**src/rtl/generic_bus_arbiter_pkg.sv**
```systemverilog
// ---------------------------------------------------------------------------
// generic_bus_arbiter_pkg
// Shared types and widths for the two-requester generic bus arbiter.
//   bus_arb_state_t : arbiter FSM encoding (IDLE / GRANT0 / GRANT1)
//   ARB_*_W         : bus field widths (data width scales with BLOCK_SIZE)
//   arb_cnt_w()     : timeout counter width for a given cycle limit
// Optional feature macro used by the arbiter: GENERIC_BUS_ARB_TIMEOUT_EN
// ---------------------------------------------------------------------------
package generic_bus_arbiter_pkg;

    localparam int unsigned ARB_WORD_W = 32;
    localparam int unsigned ARB_ADDR_W = 32;
    localparam int unsigned ARB_BE_W   = 4;

    typedef enum logic [1:0] {
        ARB_IDLE   = 2'd0,
        ARB_GRANT0 = 2'd1,
        ARB_GRANT1 = 2'd2
    } bus_arb_state_t;

    // Width needed to count 0 .. cycles-1, never narrower than one bit.
    function automatic int unsigned arb_cnt_w(input int unsigned cycles);
        return (cycles < 32'd2) ? 32'd1 : 32'($clog2(cycles));
    endfunction

endpackage

```
**src/rtl/generic_bus_arbiter_if.sv**
```systemverilog
// ---------------------------------------------------------------------------
// generic_bus_arbiter_if
// Generic memory bus between a master (cpu modport) and a slave
// (generic_bus modport).
//   addr/ren/wen/wdata/byte_en : master -> slave request fields
//   rdata/busy/error           : slave -> master response fields
// BLOCK_SIZE words per transfer; all attached instances must agree.
// ---------------------------------------------------------------------------
interface generic_bus_arbiter_if #(
    parameter int unsigned BLOCK_SIZE = 1
);
    import generic_bus_arbiter_pkg::*;

    localparam int unsigned DATA_W = ARB_WORD_W * BLOCK_SIZE;

    logic [ARB_ADDR_W-1:0] addr;
    logic                  ren;
    logic                  wen;
    logic [DATA_W-1:0]     wdata;
    logic [ARB_BE_W-1:0]   byte_en;
    logic [DATA_W-1:0]     rdata;
    logic                  busy;
    logic                  error;

    // Slave view: receives requests, returns the response.
    modport generic_bus (
        input  addr, ren, wen, wdata, byte_en,
        output rdata, busy, error
    );

    // Master view: issues requests, receives the response.
    modport cpu (
        output addr, ren, wen, wdata, byte_en,
        input  rdata, busy, error
    );
endinterface

```
**src/rtl/generic_bus_arbiter_timeout_counter.sv**
```systemverilog
// ---------------------------------------------------------------------------
// generic_bus_arbiter_timeout_counter
// Counts downstream busy cycles of the current grant and flags the cycle on
// which the owner has waited LIMIT busy cycles. Present only when
// GENERIC_BUS_ARB_TIMEOUT_EN is defined.
//   clk, rst_n : clock, async active-low reset
//   clear_i    : hold count at zero (arbiter idle)
//   enable_i   : downstream busy during a grant
//   expired_c  : combinational, last allowed busy cycle reached
// ---------------------------------------------------------------------------
`ifdef GENERIC_BUS_ARB_TIMEOUT_EN
module generic_bus_arbiter_timeout_counter
    import generic_bus_arbiter_pkg::*;
#(
    parameter int unsigned LIMIT = 256
) (
    input  logic clk,
    input  logic rst_n,
    input  logic clear_i,
    input  logic enable_i,
    output logic expired_c
);
    localparam int unsigned CNT_W = arb_cnt_w(LIMIT);

    logic [CNT_W-1:0] cnt_q;
    logic [CNT_W-1:0] cnt_d;

    // Next count: clear wins over increment.
    always_comb begin
        cnt_d = cnt_q;
        if (clear_i) begin
            cnt_d = '0;
        end else if (enable_i) begin
            cnt_d = cnt_q + CNT_W'(1);
        end
    end

    // Count register.
    always_ff @(posedge clk or negedge rst_n) begin
        if (!rst_n) begin
            cnt_q <= '0;
        end else begin
            cnt_q <= cnt_d;
        end
    end

    assign expired_c = enable_i & (cnt_q == CNT_W'(LIMIT - 1));

endmodule
`endif

```
**src/rtl/generic_bus_arbiter.sv**
```systemverilog
// ---------------------------------------------------------------------------
// generic_bus_arbiter
// Shares one downstream generic bus port between a fetch-side (req0) and a
// data-side (req1) master. Round-robin on ties, one whole transaction per
// grant, one idle arbitration cycle between grants.
//   CLK         : system clock, rising edge
//   nRST        : asynchronous active-low reset
//   req0        : requester 0 (fetch side), slave modport
//   req1        : requester 1 (data side), slave modport
//   out         : shared downstream port, master modport
//   grant_owner : current/last owner index (registered)
// Optional macro GENERIC_BUS_ARB_TIMEOUT_EN adds a busy timeout of
// TIMEOUT_CYCLES cycles that aborts the grant with an error to the owner.
// ---------------------------------------------------------------------------
module generic_bus_arbiter
    import generic_bus_arbiter_pkg::*;
#(
    parameter int unsigned BLOCK_SIZE = 1
`ifdef GENERIC_BUS_ARB_TIMEOUT_EN
    , parameter int unsigned TIMEOUT_CYCLES = 256
`endif
) (
    input  logic                        CLK,
    input  logic                        nRST,
    generic_bus_arbiter_if.generic_bus  req0,
    generic_bus_arbiter_if.generic_bus  req1,
    generic_bus_arbiter_if.cpu          out,
    output logic                        grant_owner
);
    localparam int unsigned DATA_W = ARB_WORD_W * BLOCK_SIZE;

    bus_arb_state_t    state_q, state_d;
    logic              last_grant_q, last_grant_d;
    logic              owner_q, owner_d;
    logic              req0_act_c, req1_act_c;
    logic              expired_c;
    logic [DATA_W-1:0] rdata_c;

    assign req0_act_c  = req0.ren | req0.wen;
    assign req1_act_c  = req1.ren | req1.wen;
    assign rdata_c     = out.rdata;
    assign grant_owner = owner_q;

`ifdef GENERIC_BUS_ARB_TIMEOUT_EN
    logic timeout_clr_c;
    logic timeout_en_c;

    // Count is held at zero while idle, so every grant starts from zero.
    assign timeout_clr_c = (state_q == ARB_IDLE);
    assign timeout_en_c  = (state_q != ARB_IDLE) & out.busy;

    generic_bus_arbiter_timeout_counter #(
        .LIMIT (TIMEOUT_CYCLES)
    ) u_timeout (
        .clk       (CLK),
        .rst_n     (nRST),
        .clear_i   (timeout_clr_c),
        .enable_i  (timeout_en_c),
        .expired_c (expired_c)
    );
`else
    assign expired_c = 1'b0;
`endif

    // State, round-robin pointer and owner registers.
    always_ff @(posedge CLK or negedge nRST) begin
        if (!nRST) begin
            state_q      <= ARB_IDLE;
            last_grant_q <= 1'b1;
            owner_q      <= 1'b0;
        end else begin
            state_q      <= state_d;
            last_grant_q <= last_grant_d;
            owner_q      <= owner_d;
        end
    end

    // Next-state: arbitrate in IDLE, leave a grant on completion/abort/timeout.
    always_comb begin
        state_d      = state_q;
        last_grant_d = last_grant_q;
        owner_d      = owner_q;
        unique case (state_q)
            ARB_IDLE: begin
                if (req0_act_c && req1_act_c) begin
                    state_d = last_grant_q ? ARB_GRANT0 : ARB_GRANT1;
                end else if (req0_act_c) begin
                    state_d = ARB_GRANT0;
                end else if (req1_act_c) begin
                    state_d = ARB_GRANT1;
                end
            end
            ARB_GRANT0: begin
                if (!req0_act_c || !out.busy || expired_c) begin
                    state_d      = ARB_IDLE;
                    last_grant_d = 1'b0;
                end
            end
            ARB_GRANT1: begin
                if (!req1_act_c || !out.busy || expired_c) begin
                    state_d      = ARB_IDLE;
                    last_grant_d = 1'b1;
                end
            end
            default: begin
                state_d = ARB_IDLE;
            end
        endcase
        if (state_d == ARB_GRANT0) begin
            owner_d = 1'b0;
        end else if (state_d == ARB_GRANT1) begin
            owner_d = 1'b1;
        end
    end

    // Outputs: owner is passed straight through; everyone else sees busy.
    // ren&wen together is treated as a write, so ren is masked by wen.
    always_comb begin
        out.addr    = '0;
        out.ren     = 1'b0;
        out.wen     = 1'b0;
        out.wdata   = '0;
        out.byte_en = '0;
        req0.rdata  = '0;
        req0.busy   = 1'b1;
        req0.error  = 1'b0;
        req1.rdata  = '0;
        req1.busy   = 1'b1;
        req1.error  = 1'b0;
        unique case (state_q)
            ARB_GRANT0: begin
                out.addr    = req0.addr;
                out.ren     = req0.ren & ~req0.wen & ~expired_c;
                out.wen     = req0.wen & ~expired_c;
                out.wdata   = req0.wdata;
                out.byte_en = req0.byte_en;
                req0.rdata  = rdata_c;
                req0.busy   = out.busy & ~expired_c;
                req0.error  = (out.error & ~out.busy) | expired_c;
            end
            ARB_GRANT1: begin
                out.addr    = req1.addr;
                out.ren     = req1.ren & ~req1.wen & ~expired_c;
                out.wen     = req1.wen & ~expired_c;
                out.wdata   = req1.wdata;
                out.byte_en = req1.byte_en;
                req1.rdata  = rdata_c;
                req1.busy   = out.busy & ~expired_c;
                req1.error  = (out.error & ~out.busy) | expired_c;
            end
            default: begin
            end
        endcase
    end

endmodule

```
**src/flat_wrapper.sv**
```systemverilog
// flat-port wrapper written by rule: the top's interface ports become plain ports
module generic_bus_arbiter_flat import generic_bus_arbiter_pkg::*;
#(
    parameter int unsigned BLOCK_SIZE = 1

)
  (CLK, nRST, grant_owner, req0_addr, req0_ren, req0_wen, req0_wdata, req0_byte_en, req0_rdata, req0_busy, req0_error, req1_addr, req1_ren, req1_wen, req1_wdata, req1_byte_en, req1_rdata, req1_busy, req1_error, out_addr, out_ren, out_wen, out_wdata, out_byte_en, out_rdata, out_busy, out_error);
  generic_bus_arbiter_if #(.BLOCK_SIZE(BLOCK_SIZE)) req0_i ();
  generic_bus_arbiter_if #(.BLOCK_SIZE(BLOCK_SIZE)) req1_i ();
  generic_bus_arbiter_if #(.BLOCK_SIZE(BLOCK_SIZE)) out_i ();
  input  logic CLK;
  input  logic nRST;
  output logic grant_owner;
  input wire logic [$bits(req0_i.addr)-1:0] req0_addr;
  input wire logic [$bits(req0_i.ren)-1:0] req0_ren;
  input wire logic [$bits(req0_i.wen)-1:0] req0_wen;
  input wire logic [$bits(req0_i.wdata)-1:0] req0_wdata;
  input wire logic [$bits(req0_i.byte_en)-1:0] req0_byte_en;
  output wire logic [$bits(req0_i.rdata)-1:0] req0_rdata;
  output wire logic [$bits(req0_i.busy)-1:0] req0_busy;
  output wire logic [$bits(req0_i.error)-1:0] req0_error;
  input wire logic [$bits(req1_i.addr)-1:0] req1_addr;
  input wire logic [$bits(req1_i.ren)-1:0] req1_ren;
  input wire logic [$bits(req1_i.wen)-1:0] req1_wen;
  input wire logic [$bits(req1_i.wdata)-1:0] req1_wdata;
  input wire logic [$bits(req1_i.byte_en)-1:0] req1_byte_en;
  output wire logic [$bits(req1_i.rdata)-1:0] req1_rdata;
  output wire logic [$bits(req1_i.busy)-1:0] req1_busy;
  output wire logic [$bits(req1_i.error)-1:0] req1_error;
  output wire logic [$bits(out_i.addr)-1:0] out_addr;
  output wire logic [$bits(out_i.ren)-1:0] out_ren;
  output wire logic [$bits(out_i.wen)-1:0] out_wen;
  output wire logic [$bits(out_i.wdata)-1:0] out_wdata;
  output wire logic [$bits(out_i.byte_en)-1:0] out_byte_en;
  input wire logic [$bits(out_i.rdata)-1:0] out_rdata;
  input wire logic [$bits(out_i.busy)-1:0] out_busy;
  input wire logic [$bits(out_i.error)-1:0] out_error;
  assign req0_i.addr = req0_addr;
  assign req0_i.ren = req0_ren;
  assign req0_i.wen = req0_wen;
  assign req0_i.wdata = req0_wdata;
  assign req0_i.byte_en = req0_byte_en;
  assign req0_rdata = req0_i.rdata;
  assign req0_busy = req0_i.busy;
  assign req0_error = req0_i.error;
  assign req1_i.addr = req1_addr;
  assign req1_i.ren = req1_ren;
  assign req1_i.wen = req1_wen;
  assign req1_i.wdata = req1_wdata;
  assign req1_i.byte_en = req1_byte_en;
  assign req1_rdata = req1_i.rdata;
  assign req1_busy = req1_i.busy;
  assign req1_error = req1_i.error;
  assign out_addr = out_i.addr;
  assign out_ren = out_i.ren;
  assign out_wen = out_i.wen;
  assign out_wdata = out_i.wdata;
  assign out_byte_en = out_i.byte_en;
  assign out_i.rdata = out_rdata;
  assign out_i.busy = out_busy;
  assign out_i.error = out_error;
  generic_bus_arbiter #(.BLOCK_SIZE(BLOCK_SIZE)) u_core (.CLK(CLK), .nRST(nRST), .req0(req0_i), .req1(req1_i), .out(out_i), .grant_owner(grant_owner));
endmodule
```
**config.mk**
```make
export PLATFORM = sky130hd
export DESIGN_NAME = generic_bus_arbiter_flat
export DESIGN_NICKNAME = d
export VERILOG_FILES = /design/src/rtl/generic_bus_arbiter_pkg.sv /design/src/rtl/generic_bus_arbiter_if.sv /design/src/rtl/generic_bus_arbiter_timeout_counter.sv /design/src/rtl/generic_bus_arbiter.sv /design/src/flat_wrapper.sv
export SDC_FILE = /design/constraint.sdc
export NUM_CORES = 1
export LEC_CHECK = 0
export ABC_CLOCK_PERIOD_IN_PS = 1900
export CAP_MARGIN = 15
export CORE_AREA = 2 2 123 125
export DETAILED_ROUTE_END_ITERATION = 7
export DIE_AREA = 0 0 125 127
export GPL_ROUTABILITY_DRIVEN = 0
export PLACE_DENSITY = 0.62
export SYNTH_ARGS = -nofsm -noshare
export SYNTH_HDL_FRONTEND = slang
export SYNTH_SLANG_ARGS = --single-unit
```
**constraint.sdc**
```tcl
create_clock -name CLK -period 1.9 [get_ports CLK]
set_clock_uncertainty 0.05 [all_clocks]
set_input_delay 0.38 -clock CLK [delete_from_list [all_inputs] [get_ports CLK]]
set_output_delay 0.38 -clock CLK [all_outputs]
set_load 0.01 [all_outputs]
```
; After elaboration in Yosys (flattened, before gate mapping)
; Cells that the tools add are included.
[classes]
n_reduce_logical = 10
muxes = 23
eq_ne = 6
bitwise = 8
[op_table]
columns = operator, count
row1 = 32-bit case mux with 2 select lines, 2
row2 = 32-bit 2-to-1 mux, 2
row3 = 2-bit 2-to-1 mux, 6
row4 = 1-bit 2-to-1 mux, 8
row5 = 4-bit case mux with 2 select lines, 1
row6 = 1-bit case mux with 2 select lines, 3
row7 = 2-bit case mux with 3 select lines, 1
row8 = "2-bit by 1-bit equality test with 1-bit output, second input constant", 2
row9 = "2-bit equality test, second input constant", 2
row10 = "2-bit by 1-bit inequality test with 1-bit output, second input constant", 2
row11 = 2-bit nonzero test, 2
row12 = 1-bit AND, 3
row13 = 1-bit zero test, 3
row14 = 1-bit NOT, 3
row15 = 3-bit AND reduction, 1
row16 = 2-bit zero test, 1
row17 = 1-bit logical OR, 2
row18 = 1-bit bitwise OR, 2
row19 = 1-bit logical AND, 1
[totals]
output_inout_bits = 139
ff_bits = 4

; Logic depth before layout (Yosys ltp)
[logic_depth]
ltp_word = 8
mapped_depth = 9
mapped_depth_nobuf = 8

; Worst setup path before layout
; No wires, ideal clock.
[synth_timing]
kind = reg-to-output
startpoint = register u_core.state_q[0]
endpoint = output out_wdata[21]
required_time_ns = 1.470
path_slack_ns = 0.126
stages_incl_launch_ff = 8
t_arrival_ns = 1.344
path_cell_list = dfrtp_1 -> inv_1 -> ha_1 -> buf_2 -> buf_4 -> buf_2 -> a22oi_1 -> nor2b_1
[synth_via]
elab_chain_cells = 2
[synth_lines]
columns = item, line_no
row1 = from (decl), generic_bus_arbiter.sv:32  ; bus_arb_state_t state_q, state_d;
row2 = from (signal assigned), generic_bus_arbiter.sv:72  ; state_q <= state_d;
row3 = 2-bit equality test or 2-bit by 1-bit equality test with 1-bit output (tied branches), generic_bus_arbiter.sv:130  ; unique case (state_q)
row4 = 32-bit case mux with 2 select lines *, generic_bus_arbiter.sv:130
row5 = to (decl), flat_wrapper.sv:33  ; output wire logic [$bits(out_i.wdata)-1:0] out_wdata;
; Mark *: on every way between the ends. The rest lies on a longest branch, timed or not.

; Worst setup path after layout
[layout_timing]
startpoint = register u_core.state_q[0]
endpoint = output out_wdata[9]
; The elaborated chain is that of the path after synthesis.

==> flow_metrics.env <==
export IMPL_synth_cell_area_um2=1840
export IMPL_coreArea_um2=14400
export IMPL_syn_inst=270
export IMPL_crit_required_ns=1.47
export IMPL_htreeDepth=1
export IMPL_layout_nets=815
export IMPL_totalPowerFinal_mw=8.25
export IMPL_synth_xor_area_share=0
export IMPL_synth_largest_area_cell="a22oi_1"
export IMPL_globalRoute_totalOverflow=0
export IMPL_cp_slowest_cell="dfrtp_1"
export IMPL_crit_buf_inv=4
export IMPL_clock_sinks=4
export IMPL_cpPeakStageDelay_ns=0.38
export IMPL_io_buffer_count=314
export IMPL_start_util=0.128
export IMPL_layout_drive_gt1_share=0.558
export IMPL_slew_headroom=0.834
export IMPL_drv_slew=0
export IMPL_clk_latency_ns=0.22
export IMPL_synth_seq_cells=4
export IMPL_fin_setup_tns_ns=-13.54
export IMPL_multi_input_area_um2=2140
export IMPL_area_delta_synth_final_pct=257
export IMPL_timing_final_crit_period_ns=2.09
export IMPL_worst_slack_ns=-0.187
export IMPL_drtIter0Drc=107
export IMPL_synthSimpleGateAreaFrac=0.488
export IMPL_die_x_um=125
export IMPL_grt_pass1_vias=3889
export IMPL_cap_violations=0
export IMPL_worstSetupPathDepth=7
export IMPL_synthAdderAreaFrac=0.0339
export IMPL_syn_nets=451
export IMPL_hold_buffers=0
export IMPL_finalSetupViolCount=128
export IMPL_postLayoutCoreUtil=0.457
export IMPL_place_ws_ns=-0.314
export IMPL_dieHeight_um=127
export IMPL_period_share=1.10
export IMPL_routed_via_count=3625
export IMPL_synth_top_family_by_area="simple AND/OR/NAND/NOR gates"
export IMPL_hold_ws_ns=0.313
export IMPL_p_leak_nw=2.78
export IMPL_grtUsageTotal=0.184
export IMPL_syn_mean_instance_area_um2=6.83
export IMPL_cts_max_path_buffers=2
export IMPL_status="finished, violations left"
export IMPL_tightest_slew_ns=0.248
export IMPL_path_clk_slew_ns=0.03
export IMPL_crit_type="register to output pin"
export IMPL_fin_area_um2=6590
export IMPL_fmax_mhz=479
export IMPL_hpwl_mm=10.1
export IMPL_end_kind="output pin"
export IMPL_placed_area_um2=5360
export IMPL_r2r_cells=9
export IMPL_seqCellArea_um2=101
export IMPL_grt_antenna_before_repair=0
export IMPL_failed_checks="setup timing"
export IMPL_ir_drop_uv=515
export IMPL_wire_per_inst_um=19.9
export IMPL_nFillCells=1376
export IMPL_dp_cells=762
export IMPL_detail_route_antenna_nets=0
export IMPL_n_antenna_cell=0
export IMPL_hold_violations=0
export IMPL_grt_max_degree=28
export IMPL_grt_met1_usage=0.222
export IMPL_wirelength_mm=16.3
export IMPL_critPathArrivalTime_ns=1.66
export IMPL_grt_pass1_wl_mm=23.2
export IMPL_synth_compound_area_frac=0.334
export IMPL_seq_area_frac_synth=0.0550
export IMPL_top_usage_layer="met2"
export IMPL_use_met2=0.349
export IMPL_synth_top_area_frac=0.281
export IMPL_die_area_um2=15900
export IMPL_crit_path_start_kind="register"
export IMPL_synth_top_cells_by_area="a22oi_1 (28%), nor2b_1 (23%), and2_1 (22%)"
export IMPL_path_cells="buf_6, ha_4, buf_4, clkbuf_16, a22oi_2, nor2b_1, buf_2"
export IMPL_drtPass1Iterations=4
export IMPL_holdCritPathClass="primary input to asynchronous set/reset pin"
export IMPL_worst_path_dominant_cell_family="buffers and inverters"
export IMPL_vias_per_cell=4.44
export IMPL_cts_buffers=3
export IMPL_finalNonFillerCells=817
export IMPL_rows=44
export IMPL_io_pins=315
export IMPL_ys_warn_count=0
export IMPL_grtUsageMet3=0.0293
export IMPL_worst_path_max_fanout=9
export IMPL_rsz0062_at_grt="true"
export IMPL_cts_root_buf="clkbuf_16"
export IMPL_cts_tree="done"
export IMPL_drc=0
export IMPL_synth_cell_types=26
export IMPL_synthMuxAreaShare=0.00611
export IMPL_p_per_area_nw_per_um2=1250
## layer usage
| metal | share of wire | up-vias |
|---|---|---|
| met5 | 0 | - |
| met2 | 0.53 | 155 |
| met4 | 0.015 | 0 |
| li1 | - | 1687 |
| met3 | 0.054 | 20 |
| met1 | 0.40 | 1763 |
## final timing paths
path                       slack [ns]             endpoint          startpoint
setup / recovery                -0.19         out_wdata[9]   u_core.state_q[0]
max in group asynchronous        1.24  u_core.last_grant_q                nRST
min in group CLK                 0.44   u_core.grant_owner  u_core.grant_owner
setup reg to reg                -0.03   u_core.grant_owner   u_core.state_q[0]
hold / removal                   0.31    u_core.state_q[1]                nRST
hold reg to reg                  0.44   u_core.grant_owner  u_core.grant_owner
## worst reg2reg max path, stage by stage (launching register included)
cell and delay, ns:
dfrtp_1 0.38, inv_2 0.11, ha_4 0.25, buf_6 0.17, o211a_4 0.18, o21ai_2 0.06
a31oi_2 0.21, ha_1 0.28, nand2_1 0.07, o21ai_1 0.06
## logic make-up after synthesis
| family | after synthesis |
|---|---|
| adders and majority gates | 5 |
| muxes | 1 |
| buffers and inverters | 33 |
| DFF | 4 |
| and+or+nand+nor | 144 |
| AOI/OAI and AO/OA | 83 |
## layout make-up
type,instances,share of cell area
repair buffers,390,0.611
multi-input cells,233,0.325
well taps,184,0.0349
flip-flops and latches,4,0.0154
clock buffers,4,0.0120
inverters,2,0.00114
## power breakdown
group | leakage [nW] | internal [mW] | switching, mW | total, mW
logic | 2.69 | 4.51 | 3.25 | 7.75
registers | 0.0472 | 0.133 | 0.0268 | 0.160
clock network | 0.0382 | 0.277 | 0.0588 | 0.336
total | 2.78 | 4.92 | 3.33 | 8.25
## what timing repair did
action / 4_1_cts / 5_1_grt
buffers inserted: 31 / 6
resized for setup: 721 / 81
pin swaps: 37 / 26
gates cloned: 20 / 3
setup endpoints to repair: 139 / 139
## synth_stat cells, drive strengths merged
cell    count
clkbuf     13
mux2        1
and2       65
nor2b      69
o22ai       1
nand2       3
o211a       2
a22oi      69
o211ai      1
nor2        2
and3b       2
a31oi       1
a32oi       1
ha          5
buf        18
o21a        1
dfrtp       3
nand2b      2
inv         2
nor3b       1
o21ai       4
a21o        1
dfstp       1
o311ai      1
a21oi       1
## state kept, by name, indices dropped and copies added (netlist names)
signal	cells
u_core.last_grant_q	1
u_core.state_q	2
u_core.grant_owner	1
## cell usage in the layout, fill, tap and decap left out, types with 2 or more instances in the layout
cell type	instances
clkbuf_16	6
inv_2	2
clkdlybuf4s50_1	176
dfrtp_1	3
ha_1	2
nor2_1	2
nor2b_1	68
nand2_1	2
and2_4	52
buf_8	3
ha_4	3
buf_2	86
buf_4	19
buf_16	19
and2_1	13
buf_12	12
and3b_1	2
buf_6	72
nand2b_1	2
a22oi_2	68
o21ai_1	2
o211a_4	2
(Power assumes the default switching activity.)
